<file path="config.mk">
export PLATFORM = sky130hd
export DESIGN_NAME = fetch_queue
export DESIGN_NICKNAME = d
export VERILOG_FILES = /design/src/rtl/fetch_queue.sv
export SDC_FILE = /design/constraint.sdc
export NUM_CORES = 1
export LEC_CHECK = 0
export BUFFER_PORTS_ARGS = -buffer_cell sky130_fd_sc_hd__buf_2
export CELL_PAD_IN_SITES_DETAIL_PLACEMENT = 2
export CELL_PAD_IN_SITES_GLOBAL_PLACEMENT = 2
export CORE_ASPECT_RATIO = 1.4
export CORE_MARGIN = 8
export CORE_UTILIZATION = 40
export CTS_BUF_LIST = sky130_fd_sc_hd__clkbuf_4 sky130_fd_sc_hd__clkbuf_8
export DETAILED_ROUTE_END_ITERATION = 8
export PLACE_DENSITY = 0.76
export RECOVER_POWER = 50
export SETUP_SLACK_MARGIN = 0.4
export SLEW_MARGIN = 20
export SYNTH_ARGS = -nofsm -noshare
export SYNTH_HDL_FRONTEND = slang
export SYNTH_SLANG_ARGS = --single-unit
</file>
<file path="constraint.sdc">
create_clock -name i_clk -period 2.64 [get_ports i_clk]
set_input_delay 0.396 -clock i_clk [delete_from_list [all_inputs] [get_ports i_clk]]
set_output_delay 0.396 -clock i_clk [all_outputs]
set_load 0.05 [all_outputs]
</file>
<file path="src/rtl/fetch_queue.sv">
// fetch_queue: instruction-fetch front end.
// Owns the PC and issues one instruction-memory read per cycle while there is room.
// The memory has a registered output with a 1-cycle read latency. Returned words
// are stored with their PC in a DEPTH-entry FIFO. The FIFO feeds decode through a
// valid/ready handshake. A redirect flushes the FIFO, drops any in-flight read and
// restarts fetch at the new PC.
//
// Ports:
//   i_clk, i_reset               clock, synchronous active-high reset
//   o_imem_addr, o_imem_read     read request to instruction memory
//   i_imem_data                  read data, valid the cycle after o_imem_read
//   i_redirect, i_redirect_pc    flush and restart fetch at i_redirect_pc
//   o_valid, o_instr, o_pc       head entry presented to decode
//   i_ready                      decode accepts head when o_valid & i_ready
//   o_count                      FIFO occupancy
module fetch_queue #(
    parameter int              XLEN     = 32,
    parameter int              ADDR_W   = 8,
    parameter int              DEPTH    = 4,
    parameter logic [XLEN-1:0] RESET_PC = {XLEN{1'b0}}
) (
    input  logic                       i_clk,
    input  logic                       i_reset,
    output logic [ADDR_W-1:0]          o_imem_addr,
    output logic                       o_imem_read,
    input  logic [XLEN-1:0]            i_imem_data,
    input  logic                       i_redirect,
    input  logic [XLEN-1:0]            i_redirect_pc,
    output logic                       o_valid,
    output logic [XLEN-1:0]            o_instr,
    output logic [XLEN-1:0]            o_pc,
    input  logic                       i_ready,
    output logic [$clog2(DEPTH):0]     o_count
);

    localparam int PTR_W  = $clog2(DEPTH);
    localparam int CNT_W  = PTR_W + 1;
    localparam int OCC_W  = CNT_W + 1;
    localparam logic [OCC_W-1:0] DEPTH_C = OCC_W'(DEPTH);
    localparam logic [PTR_W-1:0] PTR_ONE = PTR_W'(1'b1);

    logic [XLEN-1:0]  pc_r;
    logic             inflight_r;
    logic [XLEN-1:0]  inflight_pc_r;
    logic [XLEN-1:0]  pc_mem_r    [DEPTH];
    logic [XLEN-1:0]  instr_mem_r [DEPTH];
    logic [PTR_W-1:0] rd_ptr_r;
    logic [PTR_W-1:0] wr_ptr_r;
    logic [CNT_W-1:0] count_r;

    logic [OCC_W-1:0] occupancy_s;
    logic             issue_s;
    logic             push_s;
    logic             pop_s;
    logic             valid_s;

    // Occupancy counts the word returning this cycle so the FIFO can never overflow.
    assign occupancy_s = {1'b0, count_r} + OCC_W'(inflight_r);

    // Head is hidden during reset so the reset cycle itself shows an empty queue.
    assign valid_s = (count_r != {CNT_W{1'b0}}) & ~i_reset;

    // Issue / push / pop decisions; reset and redirect suppress all of them.
    always_comb begin
        issue_s = 1'b0;
        push_s  = 1'b0;
        pop_s   = 1'b0;
        if (i_reset || i_redirect) begin
            issue_s = 1'b0;
            push_s  = 1'b0;
            pop_s   = 1'b0;
        end else begin
            issue_s = (occupancy_s < DEPTH_C);
            push_s  = inflight_r;
            pop_s   = valid_s & i_ready;
        end
    end

    // PC, in-flight tracking and FIFO pointer/count state.
    always_ff @(posedge i_clk) begin
        if (i_reset) begin
            pc_r          <= RESET_PC;
            inflight_r    <= 1'b0;
            inflight_pc_r <= {XLEN{1'b0}};
            rd_ptr_r      <= {PTR_W{1'b0}};
            wr_ptr_r      <= {PTR_W{1'b0}};
            count_r       <= {CNT_W{1'b0}};
        end else if (i_redirect) begin
            // Flush: the word returning now belongs to the old stream and is dropped.
            pc_r       <= i_redirect_pc;
            inflight_r <= 1'b0;
            rd_ptr_r   <= {PTR_W{1'b0}};
            wr_ptr_r   <= {PTR_W{1'b0}};
            count_r    <= {CNT_W{1'b0}};
        end else begin
            inflight_r <= issue_s;
            if (issue_s) begin
                pc_r          <= pc_r + XLEN'(3'd4);
                inflight_pc_r <= pc_r;
            end
            if (push_s) begin
                wr_ptr_r <= wr_ptr_r + PTR_ONE;
            end
            if (pop_s) begin
                rd_ptr_r <= rd_ptr_r + PTR_ONE;
            end
            count_r <= count_r + CNT_W'(push_s) - CNT_W'(pop_s);
        end
    end

    // FIFO storage; entries need no reset because the head is only shown when valid.
    always_ff @(posedge i_clk) begin
        if (push_s) begin
            pc_mem_r[wr_ptr_r]    <= inflight_pc_r;
            instr_mem_r[wr_ptr_r] <= i_imem_data;
        end
    end

    // Head presentation; zero when empty so idle outputs are deterministic.
    always_comb begin
        o_pc    = {XLEN{1'b0}};
        o_instr = {XLEN{1'b0}};
        if (valid_s) begin
            o_pc    = pc_mem_r[rd_ptr_r];
            o_instr = instr_mem_r[rd_ptr_r];
        end else begin
            o_pc    = {XLEN{1'b0}};
            o_instr = {XLEN{1'b0}};
        end
    end

    assign o_valid     = valid_s;
    assign o_count     = count_r;
    assign o_imem_read = issue_s;
    assign o_imem_addr = pc_r[ADDR_W-1:0];

endmodule

</file>
---- Word-level counts from Yosys, hierarchy flattened ----
Memories as Yosys holds them, arrays and structs flattened. A register that Yosys moved wholly into a read port is not among the register bits.
Index checks and enable logic that the tools add are counted.
storage, ports and cells
  memories kept ........................... 2
  word-level logic and storage cells ...... 37
  RAM bits ................................ 256
  output and inout bits ................... 77
  register bits ........................... 72
memory list
  memory       depth  width  rd ports  clocked after memory_dff  wr ports  line  source
  instr_mem_r  4      32     1         1                         1         46    logic [XLEN-1:0] instr_mem_r [DEPTH];
  pc_mem_r     4      32     1         1                         1         45    logic [XLEN-1:0] pc_mem_r [DEPTH];
cells by class
  order comparisons ....................... 1
  multiplexer cells ....................... 13
  $add $sub $neg .......................... 6
  bitwise operators ....................... 4
  reductions and logical operators ........ 5
operators with widths
  cell                                                                           number
  32-bit two-way mux                                                             4
  32-bit by 3-bit adder with 32-bit output (second input constant)               1
  2-bit two-way mux                                                              4
  1-bit two-way mux                                                              5
  2-bit by 1-bit adder with 2-bit output (second input constant)                 2
  3-bit by 1-bit adder with 4-bit output                                         1
  4-bit by 3-bit less-than comparator with 1-bit output (second input constant)  1
  3-bit by 1-bit adder with 3-bit output                                         1
  3-bit nonzero test                                                             1
  3-bit by 1-bit subtractor with 3-bit output                                    1
  1-bit bitwise AND                                                              2
  1-bit NOT                                                                      2
  2-bit AND reduction                                                            1
  2-bit nonzero test                                                             1
  2-bit OR reduction                                                             1
  1-bit logical OR                                                               1

---- Depth between registers and ports, before layout ----
Gate-level depths: netlist of run 1.
  depth after elaboration ................. 6
  gate-level depth with buffers ........... 12
  gate-level depth less buffers ........... 11

---- Worst setup path after synthesis of run 1 ----
Ideal clock, no wire load.
  kind .................................... input to register
  start point ............................. input i_reset
  end point ............................... memory instr_mem_r[0][0] (enable)
  data required time ...................... 2.211 ns
  slack ................................... -0.034 ns
  arrival ................................. 2.244 ns
  path buffers ............................ 0
  cell stages on the path ................. 2
  path through ............................ nor2_1 -> and3_1
between the ends
  longest elaborated chain between the ends .. 4
RTL lines
  element                                  line  source
  from (decl)                              23    input logic i_reset,
  1-bit logical OR                         68    if (i_reset || i_redirect) begin
  1-bit two-way mux                        68
  1-bit two-way mux                        113   if (push_s) begin
  1-bit two-way mux (implied by the code)  115   instr_mem_r[wr_ptr_r] <= i_imem_data;
  to (decl)                                46
Every way passes these cells.

==> flow_summary.html, run 1 <==
<table>
<tr><th>Metric</th><th>Value</th></tr>
<tr><th colspan="2">Run status</th></tr>
<tr><td>Status</td><td>complete, no violations</td></tr>
<tr><th colspan="2">Global route</th></tr>
<tr><td>Via count of the first global-routing pass</td><td>9,313</td></tr>
<tr><td>Final global-route overflow total</td><td>0</td></tr>
<tr><td>Largest net degree at the start of global routing</td><td>61</td></tr>
<tr><td>Wire length of the first global-routing pass</td><td>59.1 mm</td></tr>
<tr><td>Antenna violations before repair</td><td>1</td></tr>
<tr><td>All-Layer GR Usage</td><td>0.201</td></tr>
<tr><th colspan="2">Setup path</th></tr>
<tr><td>Critical Setup Path Class</td><td>flip-flop to output port</td></tr>
<tr><td>Required time of the critical path</td><td>2240 ps</td></tr>
<tr><td>Worst flop-to-flop path startpoint</td><td>inflight_r</td></tr>
<tr><td>Count of cells along the worst register-to-register path</td><td>3</td></tr>
<tr><td>Biggest fanout along the worst timing path</td><td>5</td></tr>
<tr><td>Critical path arrival</td><td>2160 ps</td></tr>
<tr><td>Capture instance of the worst register-to-register path</td><td>pc_mem_r[3][30]</td></tr>
<tr><td>Worst path max stage delay</td><td>530 ps</td></tr>
<tr><td>Kind of end point of the critical path</td><td>output port</td></tr>
<tr><td>Cell type of the slowest stage on the worst timing path</td><td>sky130_fd_sc_hd__mux4_2</td></tr>
<tr><td>Crit path cell chain</td><td>buf_12 -&gt; buf_16 -&gt; mux4_2 -&gt; and2_4 -&gt; buf_6</td></tr>
<tr><td>Setup slack on the worst flop-to-flop path</td><td>340 ps</td></tr>
<tr><td>Type of origin of the critical path</td><td>flip-flop</td></tr>
<tr><td>Termination of the worst setup path</td><td>o_pc[6]</td></tr>
<tr><th colspan="2">Floorplan</th></tr>
<tr><td>Die Outline Area</td><td>39,100 sq um</td></tr>
<tr><td>FP Rows</td><td>78</td></tr>
<tr><td>Starting density of the core</td><td>0.407</td></tr>
<tr><td>Horizontal die dimension</td><td>169 um</td></tr>
<tr><td>Die height</td><td>231 um</td></tr>
<tr><td>Io pins</td><td>145</td></tr>
<tr><td>Area of the core</td><td>32,400 sq um</td></tr>
<tr><th colspan="2">Yosys</th></tr>
<tr><td>Post-synthesis average cell area</td><td>15.8 sq um</td></tr>
<tr><td>Number of distinct standard cells referenced by the synthesized netlist</td><td>60</td></tr>
<tr><td>Syn Nets</td><td>911</td></tr>
<tr><td>Warnings from Yosys</td><td>0</td></tr>
<tr><td>Post-Synthesis Cells</td><td>834</td></tr>
<tr><td>Number of synthesized register bits</td><td>330</td></tr>
<tr><td>Post-synthesis async set-or-reset flop share</td><td>0</td></tr>
<tr><td>Number of enable-type register cells in the synthesized netlist</td><td>256</td></tr>
<tr><td>Sequential-to-total area share from yosys stat</td><td>0.696</td></tr>
<tr><td>Cell area after synthesis</td><td>13,200 sq um</td></tr>
<tr><td>Most used flip-flop cell after synthesis</td><td>sky130_fd_sc_hd__edfxtp_1</td></tr>
<tr><th colspan="2">Placed design</th></tr>
<tr><td>Port bufs</td><td>144</td></tr>
<tr><td>HPWL after detailed placement</td><td>24.1 mm</td></tr>
<tr><td>Cell area after placement</td><td>14,900 sq um</td></tr>
<tr><td>Post-placement worst setup slack</td><td>252 ps</td></tr>
<tr><td>Weighted congestion at the end of routability-driven global placement</td><td>0.781</td></tr>
<tr><th colspan="2">Detailed routing</th></tr>
<tr><td>Iteration count of the initial detailed-routing pass</td><td>4</td></tr>
<tr><td>Final routed DRC violation total</td><td>0</td></tr>
<tr><td>Drt wl/cell</td><td>25.6 um</td></tr>
<tr><td>1st-iter DRT viols</td><td>401</td></tr>
<tr><td>Number of vias after detailed routing</td><td>8,120</td></tr>
<tr><td>DRT Wirelength</td><td>39.4 mm</td></tr>
<tr><td>Detailed-route vias per instance</td><td>5.28</td></tr>
<tr><td>Count of nets left with antenna violations after detail routing</td><td>0</td></tr>
<tr><th colspan="2">Clock tree</th></tr>
<tr><td>TritonCTS clock tree</td><td>built</td></tr>
<tr><td>Cell at the root of the clock tree</td><td>sky130_fd_sc_hd__clkbuf_8</td></tr>
<tr><td>Clock transition at path regs</td><td>60 ps</td></tr>
<tr><td>Worst-skew pair later-pin latency</td><td>580 ps</td></tr>
<tr><td>CTS max path bufs</td><td>3</td></tr>
<tr><td>Clock net sink count</td><td>330</td></tr>
<tr><td>Depth of the CTS H-tree</td><td>2</td></tr>
<tr><td>Number of buffers created by CTS</td><td>50</td></tr>
<tr><th colspan="2">STA</th></tr>
<tr><td>Post-route setup slack</td><td>85.6 ps</td></tr>
<tr><td>Shortest clock period the worst path allows after layout</td><td>2550 ps</td></tr>
<tr><td>Total negative slack</td><td>0 ps</td></tr>
<tr><td>Final worst clock skew</td><td>18.1 ps</td></tr>
<tr><td>Total setup violations reported at the end of the flow</td><td>0</td></tr>
<tr><td>Crit share post-route</td><td>0.968</td></tr>
<tr><td>Min Hold Slack</td><td>92.0 ps</td></tr>
<tr><td>Setup repair after global routing missed its margin</td><td>yes</td></tr>
<tr><td>Worst slew margin</td><td>0.0960</td></tr>
<tr><td>Fmax</td><td>0.391 GHz</td></tr>
<tr><td>Number of hold violations in the final report</td><td>0</td></tr>
<tr><td>Transition at the pin with the smallest max-transition slack</td><td>1360 ps</td></tr>
<tr><td>Max-slew violations</td><td>0</td></tr>
<tr><th colspan="2">Layout</th></tr>
<tr><td>Signed area change from the synthesized netlist to the final layout</td><td>29.1%</td></tr>
<tr><td>Number of nets in the layout</td><td>1,135</td></tr>
<tr><td>Area of all placed cells without fillers</td><td>17,000 sq um</td></tr>
<tr><td>Fraction of final layout cells sized beyond drive strength 1</td><td>0.369</td></tr>
<tr><th colspan="2">Power</th></tr>
<tr><td>PwrDens</td><td>606 nW/um^2</td></tr>
<tr><td>Worst-case vdd ir drop</td><td>0.270 mV</td></tr>
<tr><td>Total power of the final layout</td><td>10,300 uW</td></tr>
<tr><td>Standby leakage power</td><td>0.00600 uW</td></tr>
<tr><th colspan="2">Flow run</th></tr>
<tr><td>Total of max-cap violations</td><td>0</td></tr>
<tr><th colspan="2">Min path</th></tr>
<tr><td>Worst hold-check path type</td><td>primary input to flip-flop</td></tr>
</table>
==> placed cells by master, fill, tap and decap left out, types with 3 or more instances in the layout <==
cell type                         n
sky130_fd_sc_hd__a211oi_1        15
sky130_fd_sc_hd__a21oi_1         38
sky130_fd_sc_hd__a31oi_1          3
sky130_fd_sc_hd__and2_1           5
sky130_fd_sc_hd__and2_4          64
sky130_fd_sc_hd__and3_1           7
sky130_fd_sc_hd__buf_12          27
sky130_fd_sc_hd__buf_16          11
sky130_fd_sc_hd__buf_2           45
sky130_fd_sc_hd__buf_4           30
sky130_fd_sc_hd__buf_6           34
sky130_fd_sc_hd__buf_8           19
sky130_fd_sc_hd__clkbuf_1        35
sky130_fd_sc_hd__clkbuf_4        13
sky130_fd_sc_hd__clkbuf_8        57
sky130_fd_sc_hd__clkinv_1        10
sky130_fd_sc_hd__clkinv_2        10
sky130_fd_sc_hd__dfxtp_1         69
sky130_fd_sc_hd__dfxtp_4          5
sky130_fd_sc_hd__dlygate4sd3_1   22
sky130_fd_sc_hd__edfxtp_1       256
sky130_fd_sc_hd__ha_1             7
sky130_fd_sc_hd__inv_1           11
sky130_fd_sc_hd__mux2i_1          3
sky130_fd_sc_hd__mux4_2          64
sky130_fd_sc_hd__nand2_1         89
sky130_fd_sc_hd__nand3_1         14
sky130_fd_sc_hd__nand4_1         13
sky130_fd_sc_hd__nor2_1          30
sky130_fd_sc_hd__nor3_1           8
sky130_fd_sc_hd__nor4_1           5
sky130_fd_sc_hd__nor4_2           5
sky130_fd_sc_hd__xnor2_1         14
sky130_fd_sc_hd__xor2_1           8
==> through the flow <==
| stage | instances | utilization |
|---|---|---|
| after CTS | 1530 | 0.521 |
| after detailed placement | 1401 | 0.459 |
| after global routing | 1538 | 0.525 |
| after floorplan | 834 | - |
| after global placement | 1401 | 0.459 |
| final | 1538 | 0.525 |
==> layout make-up <==
cell class / count / area (sq um)
inverters: 13 / 51.3
clock inverters: 21 / 95.1
repair buffers: 225 / 2320
diodes: 1 / 2.50
well taps: 440 / 551
fillers: 2982 / 15400
clock buffers: 70 / 882
flip-flops and latches: 330 / 9190
multi-input cells: 438 / 3920
==> cells in the mapped netlist, drive strengths merged, types with 2 or more instances <==
library cell,count,area share
a22oi,2,0.0011
and4,3,0.0021
o31a,2,0.0013
o21ai,2,0.00076
o311ai,2,0.0013
mux4,64,0.11
a211oi,16,0.0095
and3,8,0.0038
or3,2,0.00095
ha,8,0.0076
xnor2,14,0.0093
nor4,11,0.0078
nor3,10,0.0047
nand4,14,0.0078
and2,69,0.033
dfxtp,74,0.11
nor2,31,0.0088
nand2,90,0.026
mux2i,3,0.0023
buf,25,0.013
xor2,8,0.0053
nor4b,2,0.0018
nand3,14,0.0053
nor2b,2,0.00095
o211ai,2,0.0011
a31oi,3,0.0014
o211a,2,0.0015
edfxtp,256,0.58
inv,12,0.0034
a21oi,38,0.014
o22ai,3,0.0019
or2,2,0.00095
clkbuf,28,0.0080
==> power breakdown <==
group          switching [uW]  internal (uW)  total (uW)
combinational             289            178         467
clock                    1970           2160        4130
sequential               80.3           5640        5720
total                    2340           7970       10300
==> critical path: cells and delay by family, from the launching register on <==
family	cells	cell delay [ps]
buffers and inverters	3	440
DFF	1	420
muxes	1	530
and+or+nand+nor	1	190
==> sequential cells by signal, indices dropped and copies added (netlist names), named ones only <==
name and count:
instr_mem_r 128, pc_mem_r 128, inflight_pc_r 32, pc_r 32, o_count 3, rd_ptr_r 2, wr_ptr_r 2, inflight_r 1
==> cell families after synthesis <==
logic type      synth area share
xor+xnor                  0.0146
fa+ha+maj                0.00911
mux                        0.112
simple gates               0.105
buf+inv                   0.0242
flops                      0.696
compound gates            0.0400
==> routing by layer <==
layer | GRT usage | share of wire | vias up
li1 | - | - | 3637
met1 | 0.229 | 0.39 | 4265
met2 | 0.379 | 0.56 | 172
met3 | 0.0319 | 0.036 | 46
met4 | 0.0571 | 0.019 | 0
met5 | 0 | 0 | -
==> worst min-delay path by stage <==
stage	start	to	slack, ps	depth (start not counted)
6_report	i_redirect_pc[18]	pc_r[18]	90	3
5_1_grt	i_redirect_pc[18]	pc_r[18]	60	3
4_1_cts	i_imem_data[23]	instr_mem_r[2][23]	0.9	1
3_5_place_dp	pc_r[1]	inflight_pc_r[1]	480	2
3_3_place_gp	inflight_pc_r[9]	pc_mem_r[2][9]	480	0
2_1_floorplan	pc_r[0]	inflight_pc_r[0]	440	2
==> repair_timing <==
action / 4_1_cts / 5_1_grt
gates cloned: 9 / 0
hold buffers: 22 / 0
endpoints found under the hold margin: 85 / 0
resized for setup: 170 / 43
pin swaps: 1 / 33
endpoints found under the setup margin: 94 / 73
setup buffers: 7 / 7
Note: power is estimated with default switching activity, not from simulation.
==> run 2, diff against run 1 <==
- ABC_AREA: default -> 1
- CORE_UTILIZATION: 40 -> 36
- PLACE_DENSITY: 0.76 -> 0.77
==> run 2 against run 1 <==
The flow now finishes with violations (capacitance limit, slew limit); synthesized area rose by 4.7%; setup slack gained 29 ps; non-clock buffer count decreased by 10; count of clock-buffer cells in the layout rose by 1; cell area is 7.5% higher; clock skew rose by 8.6 ps; highest routed layer unchanged.
==> flow_summary.html, run 2 <==
<table>
<tr><th>Metric</th><th>Value</th></tr>
<tr><th colspan="2">Run status</th></tr>
<tr><td>Failing checks</td><td>capacitance limit, slew limit</td></tr>
<tr><td>Status</td><td>finished, violations left</td></tr>
<tr><th colspan="2">Yosys</th></tr>
<tr><td>Number of synthesized register bits</td><td>330</td></tr>
<tr><td>Most frequently used cell type in the post-synthesis netlist</td><td>sky130_fd_sc_hd__nor2_1</td></tr>
<tr><td>Cell area after synthesis</td><td>13,800 sq um</td></tr>
<tr><td>Post-Synthesis Cells</td><td>1,351</td></tr>
<tr><td>Most used flip-flop cell after synthesis</td><td>sky130_fd_sc_hd__edfxtp_1</td></tr>
<tr><td>Post-synthesis async set-or-reset flop share</td><td>0</td></tr>
<tr><td>Syn Nets</td><td>1,428</td></tr>
<tr><td>Largest area contributor in the netlist</td><td>sky130_fd_sc_hd__edfxtp_1</td></tr>
<tr><td>Post-synthesis average cell area</td><td>10.2 sq um</td></tr>
<tr><td>Area share of the largest cell type after synthesis</td><td>0.557</td></tr>
<tr><td>Top cells by instance count after synthesis</td><td>sky130_fd_sc_hd__nor2_1 (343), sky130_fd_sc_hd__edfxtp_1 (256), sky130_fd_sc_hd__o21ai_0 (167), sky130_fd_sc_hd__nand2_1 (140), sky130_fd_sc_hd__a21oi_1 (112)</td></tr>
<tr><td>Number of distinct standard cells referenced by the synthesized netlist</td><td>30</td></tr>
<tr><td>Cell types with the largest area share after synthesis</td><td>sky130_fd_sc_hd__edfxtp_1 (56%), sky130_fd_sc_hd__dfxtp_1 (11%), sky130_fd_sc_hd__nor2_1 (9.3%)</td></tr>
<tr><td>Number of enable-type register cells in the synthesized netlist</td><td>256</td></tr>
<tr><td>Sequential-to-total area share from yosys stat</td><td>0.664</td></tr>
<tr><td>Warnings from Yosys</td><td>0</td></tr>
<tr><th colspan="2">Setup path</th></tr>
<tr><td>Termination of the worst setup path</td><td>o_pc[19]</td></tr>
<tr><td>Setup slack on the worst flop-to-flop path</td><td>340 ps</td></tr>
<tr><td>Capture instance of the worst register-to-register path</td><td>instr_mem_r[0][24]</td></tr>
<tr><td>Required time of the critical path</td><td>2240 ps</td></tr>
<tr><td>Biggest fanout along the worst timing path</td><td>6</td></tr>
<tr><td>Count of cells along the worst register-to-register path</td><td>3</td></tr>
<tr><td>Critical Setup Path Class</td><td>flip-flop to output port</td></tr>
<tr><td>Kind of end point of the critical path</td><td>output port</td></tr>
<tr><td>Worst flop-to-flop path startpoint</td><td>inflight_r</td></tr>
<tr><td>Critical path arrival</td><td>2130 ps</td></tr>
<tr><td>Type of origin of the critical path</td><td>flip-flop</td></tr>
<tr><th colspan="2">Floorplan</th></tr>
<tr><td>Area of the core</td><td>38,200 sq um</td></tr>
<tr><td>FP Rows</td><td>85</td></tr>
<tr><td>Horizontal die dimension</td><td>181 um</td></tr>
<tr><td>Die Outline Area</td><td>45,000 sq um</td></tr>
<tr><td>Die height</td><td>248 um</td></tr>
<tr><td>Starting density of the core</td><td>0.362</td></tr>
<tr><td>Io pins</td><td>145</td></tr>
<tr><th colspan="2">Detailed routing</th></tr>
<tr><td>Drt wl/cell</td><td>23.6 um</td></tr>
<tr><td>Count of nets left with antenna violations after detail routing</td><td>0</td></tr>
<tr><td>1st-iter DRT viols</td><td>406</td></tr>
<tr><td>Number of vias after detailed routing</td><td>10.7k</td></tr>
<tr><td>Detailed-route vias per instance</td><td>5.18</td></tr>
<tr><td>Iteration count of the initial detailed-routing pass</td><td>4</td></tr>
<tr><td>DRT Wirelength</td><td>48.5 mm</td></tr>
<tr><td>Final routed DRC violation total</td><td>0</td></tr>
<tr><th colspan="2">Clock tree</th></tr>
<tr><td>Worst-skew pair later-pin latency</td><td>610 ps</td></tr>
<tr><td>CTS max path bufs</td><td>3</td></tr>
<tr><td>Depth of the CTS H-tree</td><td>2</td></tr>
<tr><td>TritonCTS clock tree</td><td>built</td></tr>
<tr><td>Cell at the root of the clock tree</td><td>sky130_fd_sc_hd__clkbuf_8</td></tr>
<tr><td>Clock net sink count</td><td>330</td></tr>
<tr><td>Number of buffers created by CTS</td><td>51</td></tr>
<tr><td>Clock transition at path regs</td><td>60 ps</td></tr>
<tr><th colspan="2">Power</th></tr>
<tr><td>P_sw</td><td>2520 uW</td></tr>
<tr><td>Comb pwr share</td><td>0.048</td></tr>
<tr><td>Clock share of power</td><td>0.412</td></tr>
<tr><td>PwrDens</td><td>586 nW/um^2</td></tr>
<tr><td>Switching portion of total power</td><td>0.235</td></tr>
<tr><td>Sequential cell fraction of total power</td><td>0.540</td></tr>
<tr><td>Worst-case vdd ir drop</td><td>0.342 mV</td></tr>
<tr><td>Internal power consumption</td><td>8200 uW</td></tr>
<tr><td>Total power of the final layout</td><td>10,700 uW</td></tr>
<tr><td>Standby leakage power</td><td>0.00660 uW</td></tr>
<tr><th colspan="2">Layout</th></tr>
<tr><td>Signed area change from the synthesized netlist to the final layout</td><td>32.6%</td></tr>
<tr><td>Commonest cells after routing, fill and taps aside</td><td>sky130_fd_sc_hd__nor2_1 (301), sky130_fd_sc_hd__edfxtp_1 (256), sky130_fd_sc_hd__nand2_1 (139)</td></tr>
<tr><td>Fraction of final layout cells sized beyond drive strength 1</td><td>0.265</td></tr>
<tr><td>Top flop regs</td><td>instr_mem_r x128, pc_mem_r x128</td></tr>
<tr><td>Number of nets in the layout</td><td>1,617</td></tr>
<tr><td>Most common cell after layout, fill and taps aside</td><td>sky130_fd_sc_hd__nor2_1</td></tr>
<tr><th colspan="2">STA</th></tr>
<tr><td>Shortest clock period the worst path allows after layout</td><td>2530 ps</td></tr>
<tr><td>Number of hold violations in the final report</td><td>0</td></tr>
<tr><td>Max-slew violations</td><td>30</td></tr>
<tr><td>Worst slew margin</td><td>-0.109</td></tr>
<tr><td>Crit share post-route</td><td>0.956</td></tr>
<tr><td>Total negative slack</td><td>0 ps</td></tr>
<tr><td>Transition at the pin with the smallest max-transition slack</td><td>1660 ps</td></tr>
<tr><td>Total setup violations reported at the end of the flow</td><td>0</td></tr>
<tr><td>Post-route setup slack</td><td>115 ps</td></tr>
<tr><td>Final worst clock skew</td><td>26.8 ps</td></tr>
<tr><td>Fmax</td><td>0.396 GHz</td></tr>
<tr><td>Setup repair after global routing missed its margin</td><td>yes</td></tr>
<tr><th colspan="2">Global route</th></tr>
<tr><td>Via count of the first global-routing pass</td><td>12.2k</td></tr>
<tr><td>All-Layer GR Usage</td><td>0.211</td></tr>
<tr><td>Antenna violations before repair</td><td>1</td></tr>
<tr><td>Wire length of the first global-routing pass</td><td>72.8 mm</td></tr>
<tr><td>Final global-route overflow total</td><td>0</td></tr>
<tr><td>Largest net degree at the start of global routing</td><td>65</td></tr>
<tr><th colspan="2">Placed design</th></tr>
<tr><td>Weighted congestion at the end of routability-driven global placement</td><td>0.769</td></tr>
<tr><td>HPWL after detailed placement</td><td>26.6 mm</td></tr>
<tr><td>Post-placement worst setup slack</td><td>427 ps</td></tr>
<tr><td>Port bufs</td><td>144</td></tr>
<tr><th colspan="2">Min path</th></tr>
<tr><td>Hold Startpoint</td><td>i_redirect_pc[1]</td></tr>
<tr><td>Worst hold-check path type</td><td>primary input to flip-flop</td></tr>
<tr><th colspan="2">Flow run</th></tr>
<tr><td>Total of max-cap violations</td><td>1</td></tr>
</table>
-- run 2: cell types whose count changed in the layout (fill, tap and decap cells not counted), sizes merged, moves of 9 or more --
cell | previous run | this run
a211oi | 16 | 0
a21oi | 38 | 114
and2 | 69 | 3
dlygate4sd3 | 22 | 5
inv | 13 | 67
mux4 | 64 | 0
nand2 | 90 | 146
nand3 | 14 | 56
nand4 | 14 | 0
nor2 | 31 | 357
nor3 | 10 | 1
nor4 | 11 | 0
o21ai | 2 | 174
-- run 2: metal layers --
metal,up-vias,part of all wire,track usage
li1,4971,-,-
met4,0,0.033,0.0877
met3,84,0.031,0.0308
met1,5383,0.39,0.225
met5,-,0,0
met2,216,0.55,0.409
-- run 2: critical path, cell delays in order, from the launching register on --
cell                      delay (ps)
sky130_fd_sc_hd__dfxtp_4         360
sky130_fd_sc_hd__buf_12          160
sky130_fd_sc_hd__buf_12          150
sky130_fd_sc_hd__buf_12          110
sky130_fd_sc_hd__buf_16          130
sky130_fd_sc_hd__nor2_4           40
sky130_fd_sc_hd__nor2_2          140
sky130_fd_sc_hd__o21ai_2         100
sky130_fd_sc_hd__a21oi_2         160
sky130_fd_sc_hd__buf_6           180
-- run 2: per-stage QoR --
step,hold slack (ps),instance area (sq um),std cells,util
2_1_floorplan,436,14100,1351,-
6_report,47.7,18300,2058,0.479
3_3_place_gp,465,15600,1918,0.407
5_1_grt,26.8,18300,2058,0.479
4_1_cts,2.07,18000,2048,0.471
3_5_place_dp,482,15600,1918,0.407
-- run 2: how the worst min path moves through the flow --
| stage | slack, ps | endpoint | cells after the start |
|---|---|---|---|
| after global routing | 30 | pc_r[1] | 3 |
| after CTS | 2 | instr_mem_r[3][20] | 1 |
| after floorplan | 440 | flip-flop | 2 |
| final | 50 | pc_r[1] | 3 |
| after global placement | 460 | rd_ptr_r[0] | 2 |
| after detailed placement | 480 | rd_ptr_r[0] | 2 |
-- run 2: layout make-up --
| cell class | instances | area, sq um |
|---|---|---|
| Antenna cell | 1 | 2.50 |
| Sequential cell | 330 | 9180 |
| Timing Repair Buffer | 215 | 2440 |
| Multi-Input combinational cell | 873 | 4760 |
| Inverter | 69 | 292 |
| Tap cell | 478 | 598 |
| Clock buffer | 71 | 877 |
| Fill cell | 3870 | 19900 |
| Clock inverter | 21 | 145 |
-- run 2: kinds of logic after synthesis --
group,count (synthesis),synth area share
XOR/XNOR,9,0.00571
AO/OA/AOI/OAI,292,0.107
buffers and inverters,148,0.0472
adder cells (fa/ha/maj),9,0.00870
AND/OR/NAND/NOR,563,0.167
flip-flops,330,0.664
-- run 2: what timing repair did --
item | 4_1_cts | 5_1_grt
gates cloned | 18 | 2
hold endpoints to repair | 20 | 0
setup buffers | 15 | 7
endpoints found under the setup margin | 65 | 66
pin swaps | 20 | 53
gates resized for setup | 232 | 118
hold buffers | 5 | 0
-- run 2: power groups by stage --
stage | sequential [uW] | combinational [uW] | clock [uW]
global placement | 5880 | 448 | 0
finish | 5780 | 515 | 4420
floorplan | 5850 | 302 | 0
CTS | 5780 | 520 | 4460
detailed placement | 5900 | 472 | 0
global route | 5800 | 570 | 4730
==> run 3, diff against run 2 <==
- clock period: 2.64 -> 2.1 ns (I/O delays scaled with it)
==> run 3 against run 2 <==
The run ends with hold timing, setup timing left; register-to-register slack lost 570 ps; die area stayed put; core utilization increased by 5.3 points; clock skew increased by 11 ps; largest cell class unchanged; highest routed layer unchanged.
==> flow_summary.html, run 3 (synthesis results as in run 2) <==
<table>
<tr><th>Metric</th><th>Value</th></tr>
<tr><th colspan="2">Global route</th></tr>
<tr><td>Met3 Resource Use GR</td><td>0.0330</td></tr>
<tr><td>Wire length of the first global-routing pass</td><td>82.8 mm</td></tr>
<tr><td>Most used routing layer</td><td>met2</td></tr>
<tr><td>Largest net degree at the start of global routing</td><td>65</td></tr>
<tr><td>Antenna violations before repair</td><td>0</td></tr>
<tr><td>All-Layer GR Usage</td><td>0.241</td></tr>
<tr><td>Via count of the first global-routing pass</td><td>13.3k</td></tr>
<tr><td>Met1 demand-to-capacity share in global routing</td><td>0.259</td></tr>
<tr><td>Met2 Usage GRT</td><td>0.469</td></tr>
<tr><td>Final global-route overflow total</td><td>0</td></tr>
<tr><th colspan="2">Placed design</th></tr>
<tr><td>HPWL after detailed placement</td><td>27.7 mm</td></tr>
<tr><td>Weighted congestion at the end of routability-driven global placement</td><td>0.797</td></tr>
<tr><td>Port bufs</td><td>144</td></tr>
<tr><td>Cell area after placement</td><td>15,700 sq um</td></tr>
<tr><td>Count of placed standard cells including taps</td><td>1,929</td></tr>
<tr><td>Post-placement worst setup slack</td><td>112 ps</td></tr>
<tr><th colspan="2">STA</th></tr>
<tr><td>Final worst clock skew</td><td>37.6 ps</td></tr>
<tr><td>Total negative slack</td><td>-26,930 ps</td></tr>
<tr><td>Worst slew margin</td><td>0.376</td></tr>
<tr><td>Transition at the pin with the smallest max-transition slack</td><td>936 ps</td></tr>
<tr><td>Shortest clock period the worst path allows after layout</td><td>2620 ps</td></tr>
<tr><td>Min Hold Slack</td><td>-7.70 ps</td></tr>
<tr><td>Total setup violations reported at the end of the flow</td><td>156</td></tr>
<tr><td>Setup repair after global routing missed its margin</td><td>yes</td></tr>
<tr><td>Crit share post-route</td><td>1.25</td></tr>
<tr><td>Fmax</td><td>0.382 GHz</td></tr>
<tr><td>Max-slew violations</td><td>0</td></tr>
<tr><td>Number of hold violations in the final report</td><td>1</td></tr>
<tr><td>Post-route setup slack</td><td>-517 ps</td></tr>
<tr><th colspan="2">Layout</th></tr>
<tr><td>Fill cell instance count of the final layout</td><td>3,655</td></tr>
<tr><td>Number of nets in the layout</td><td>1,696</td></tr>
<tr><td>Most common cell after layout, fill and taps aside</td><td>sky130_fd_sc_hd__edfxtp_1</td></tr>
<tr><td>Commonest cells after routing, fill and taps aside</td><td>sky130_fd_sc_hd__edfxtp_1 (256), sky130_fd_sc_hd__nor2_1 (242), sky130_fd_sc_hd__nand2_1 (134)</td></tr>
<tr><td>Fraction of final layout cells sized beyond drive strength 1</td><td>0.393</td></tr>
<tr><td>Count of placed standard cells in the final layout, fillers left out</td><td>2,138</td></tr>
<tr><td>Layout Utilization</td><td>0.532</td></tr>
<tr><td>Area of all placed cells without fillers</td><td>20,300 sq um</td></tr>
<tr><td>Number of inserted diodes</td><td>0</td></tr>
<tr><td>Top flop regs</td><td>instr_mem_r x128, pc_mem_r x128</td></tr>
<tr><td>Signed area change from the synthesized netlist to the final layout</td><td>47.1%</td></tr>
<tr><th colspan="2">Flow run</th></tr>
<tr><td>Total of max-cap violations</td><td>0</td></tr>
<tr><th colspan="2">Power</th></tr>
<tr><td>Standby leakage power</td><td>0.00728 uW</td></tr>
<tr><td>PwrDens</td><td>704 nW/um^2</td></tr>
<tr><td>Worst-case vdd ir drop</td><td>0.422 mV</td></tr>
<tr><th colspan="2">Detailed routing</th></tr>
<tr><td>DRT Wirelength</td><td>66.1 mm</td></tr>
<tr><td>Drt wl/cell</td><td>30.9 um</td></tr>
<tr><td>1st-iter DRT viols</td><td>851</td></tr>
<tr><td>Iteration count of the initial detailed-routing pass</td><td>5</td></tr>
<tr><td>Count of nets left with antenna violations after detail routing</td><td>0</td></tr>
<tr><td>Detailed-route vias per instance</td><td>5.66</td></tr>
<tr><td>Number of vias after detailed routing</td><td>12.1k</td></tr>
<tr><td>Final routed DRC violation total</td><td>0</td></tr>
<tr><th colspan="2">Clock tree</th></tr>
<tr><td>Depth of the CTS H-tree</td><td>2</td></tr>
<tr><td>Number of buffers created by CTS</td><td>51</td></tr>
<tr><td>Clock transition at path regs</td><td>70 ps</td></tr>
<tr><td>Cell at the root of the clock tree</td><td>sky130_fd_sc_hd__clkbuf_8</td></tr>
<tr><td>Worst-skew pair later-pin latency</td><td>640 ps</td></tr>
<tr><td>TritonCTS clock tree</td><td>built</td></tr>
<tr><td>CTS max path bufs</td><td>3</td></tr>
<tr><td>Clock net sink count</td><td>330</td></tr>
<tr><th colspan="2">Setup path</th></tr>
<tr><td>Kind of end point of the critical path</td><td>output port</td></tr>
<tr><td>Required time of the critical path</td><td>1780 ps</td></tr>
<tr><td>Biggest fanout along the worst timing path</td><td>7</td></tr>
<tr><td>Type of origin of the critical path</td><td>flip-flop</td></tr>
<tr><td>Critical Setup Path Class</td><td>flip-flop to output port</td></tr>
<tr><td>Critical path arrival</td><td>2300 ps</td></tr>
<tr><th colspan="2">Floorplan</th></tr>
<tr><td>Starting density of the core</td><td>0.362</td></tr>
<tr><td>Io pins</td><td>145</td></tr>
<tr><td>Area of the core</td><td>38,200 sq um</td></tr>
<tr><td>Die height</td><td>248 um</td></tr>
<tr><td>Die Outline Area</td><td>45,000 sq um</td></tr>
<tr><td>Horizontal die dimension</td><td>181 um</td></tr>
<tr><td>FP Rows</td><td>85</td></tr>
<tr><th colspan="2">Run status</th></tr>
<tr><td>Status</td><td>finished, violations left</td></tr>
<tr><td>Failing checks</td><td>hold timing, setup timing</td></tr>
<tr><th colspan="2">Min path</th></tr>
<tr><td>Worst hold-check path type</td><td>primary input to flip-flop</td></tr>
</table>
## run 3: power by group
part	leakage, uW	internal (uW)	total [uW]	switching (uW)
Combinational	0.00370	426	1060	630
Sequential	0.00304	7130	7310	172
Clock	0.000540	2910	5940	3030
## run 3: cell type report
cell class	count	area [sq um]	area share
Clock buffer	75	907	0.0447
Clock inverter	19	120	0.00592
Inverter	69	295	0.0145
Multi-Input combinational cell	873	5570	0.274
Sequential cell	330	9190	0.453
Tap cell	478	598	0.0295
Timing Repair Buffer	294	3620	0.179
## run 3: routing by layer
layer,share of wire,vias up
met5,0,-
met4,0.062,0
met3,0.039,199
met2,0.53,474
met1,0.37,6288
li1,-,5142
## run 3: metrics by stage
step	power [uW]	hold WS, ps
after floorplan	7740	414
after global placement	7960	446
after detailed placement	8010	459
after CTS	13700	4.86
after global routing	14700	43.5
final	14300	-7.70
## run 3: final timing paths
| path | startpoint | end | slack (ps) | cells past startpoint |
|---|---|---|---|---|
| max | flip-flop | o_pc[12] | -520 | 8 |
| min | i_redirect_pc[4] | pc_r[4] | -8 | 3 |
| max reg2reg | o_count[1] | pc_r[16] | -230 | 17 |
| min reg2reg | inflight_pc_r[8] | pc_mem_r[0][8] | 550 | 0 |
## run 3: repair_timing
item / 4_1_cts / 5_1_grt
gates cloned: 23 / 15
buffers inserted: 23 / 16
gates resized for setup: 415 / 268
endpoints found under the setup margin: 91 / 237
pin swaps: 59 / 103
hold buffers: 37 / 1
endpoints found under the hold margin: 133 / 1
## run 3: worst max-delay path: stages, from the launching register on
cell and delay (ps):
sky130_fd_sc_hd__dfxtp_4 420, sky130_fd_sc_hd__buf_12 170, sky130_fd_sc_hd__buf_12 120, sky130_fd_sc_hd__clkbuf_16 170, sky130_fd_sc_hd__nor2_1 70, sky130_fd_sc_hd__nor2_1 180, sky130_fd_sc_hd__o21ai_2 130, sky130_fd_sc_hd__a21oi_4 200
sky130_fd_sc_hd__buf_8 180
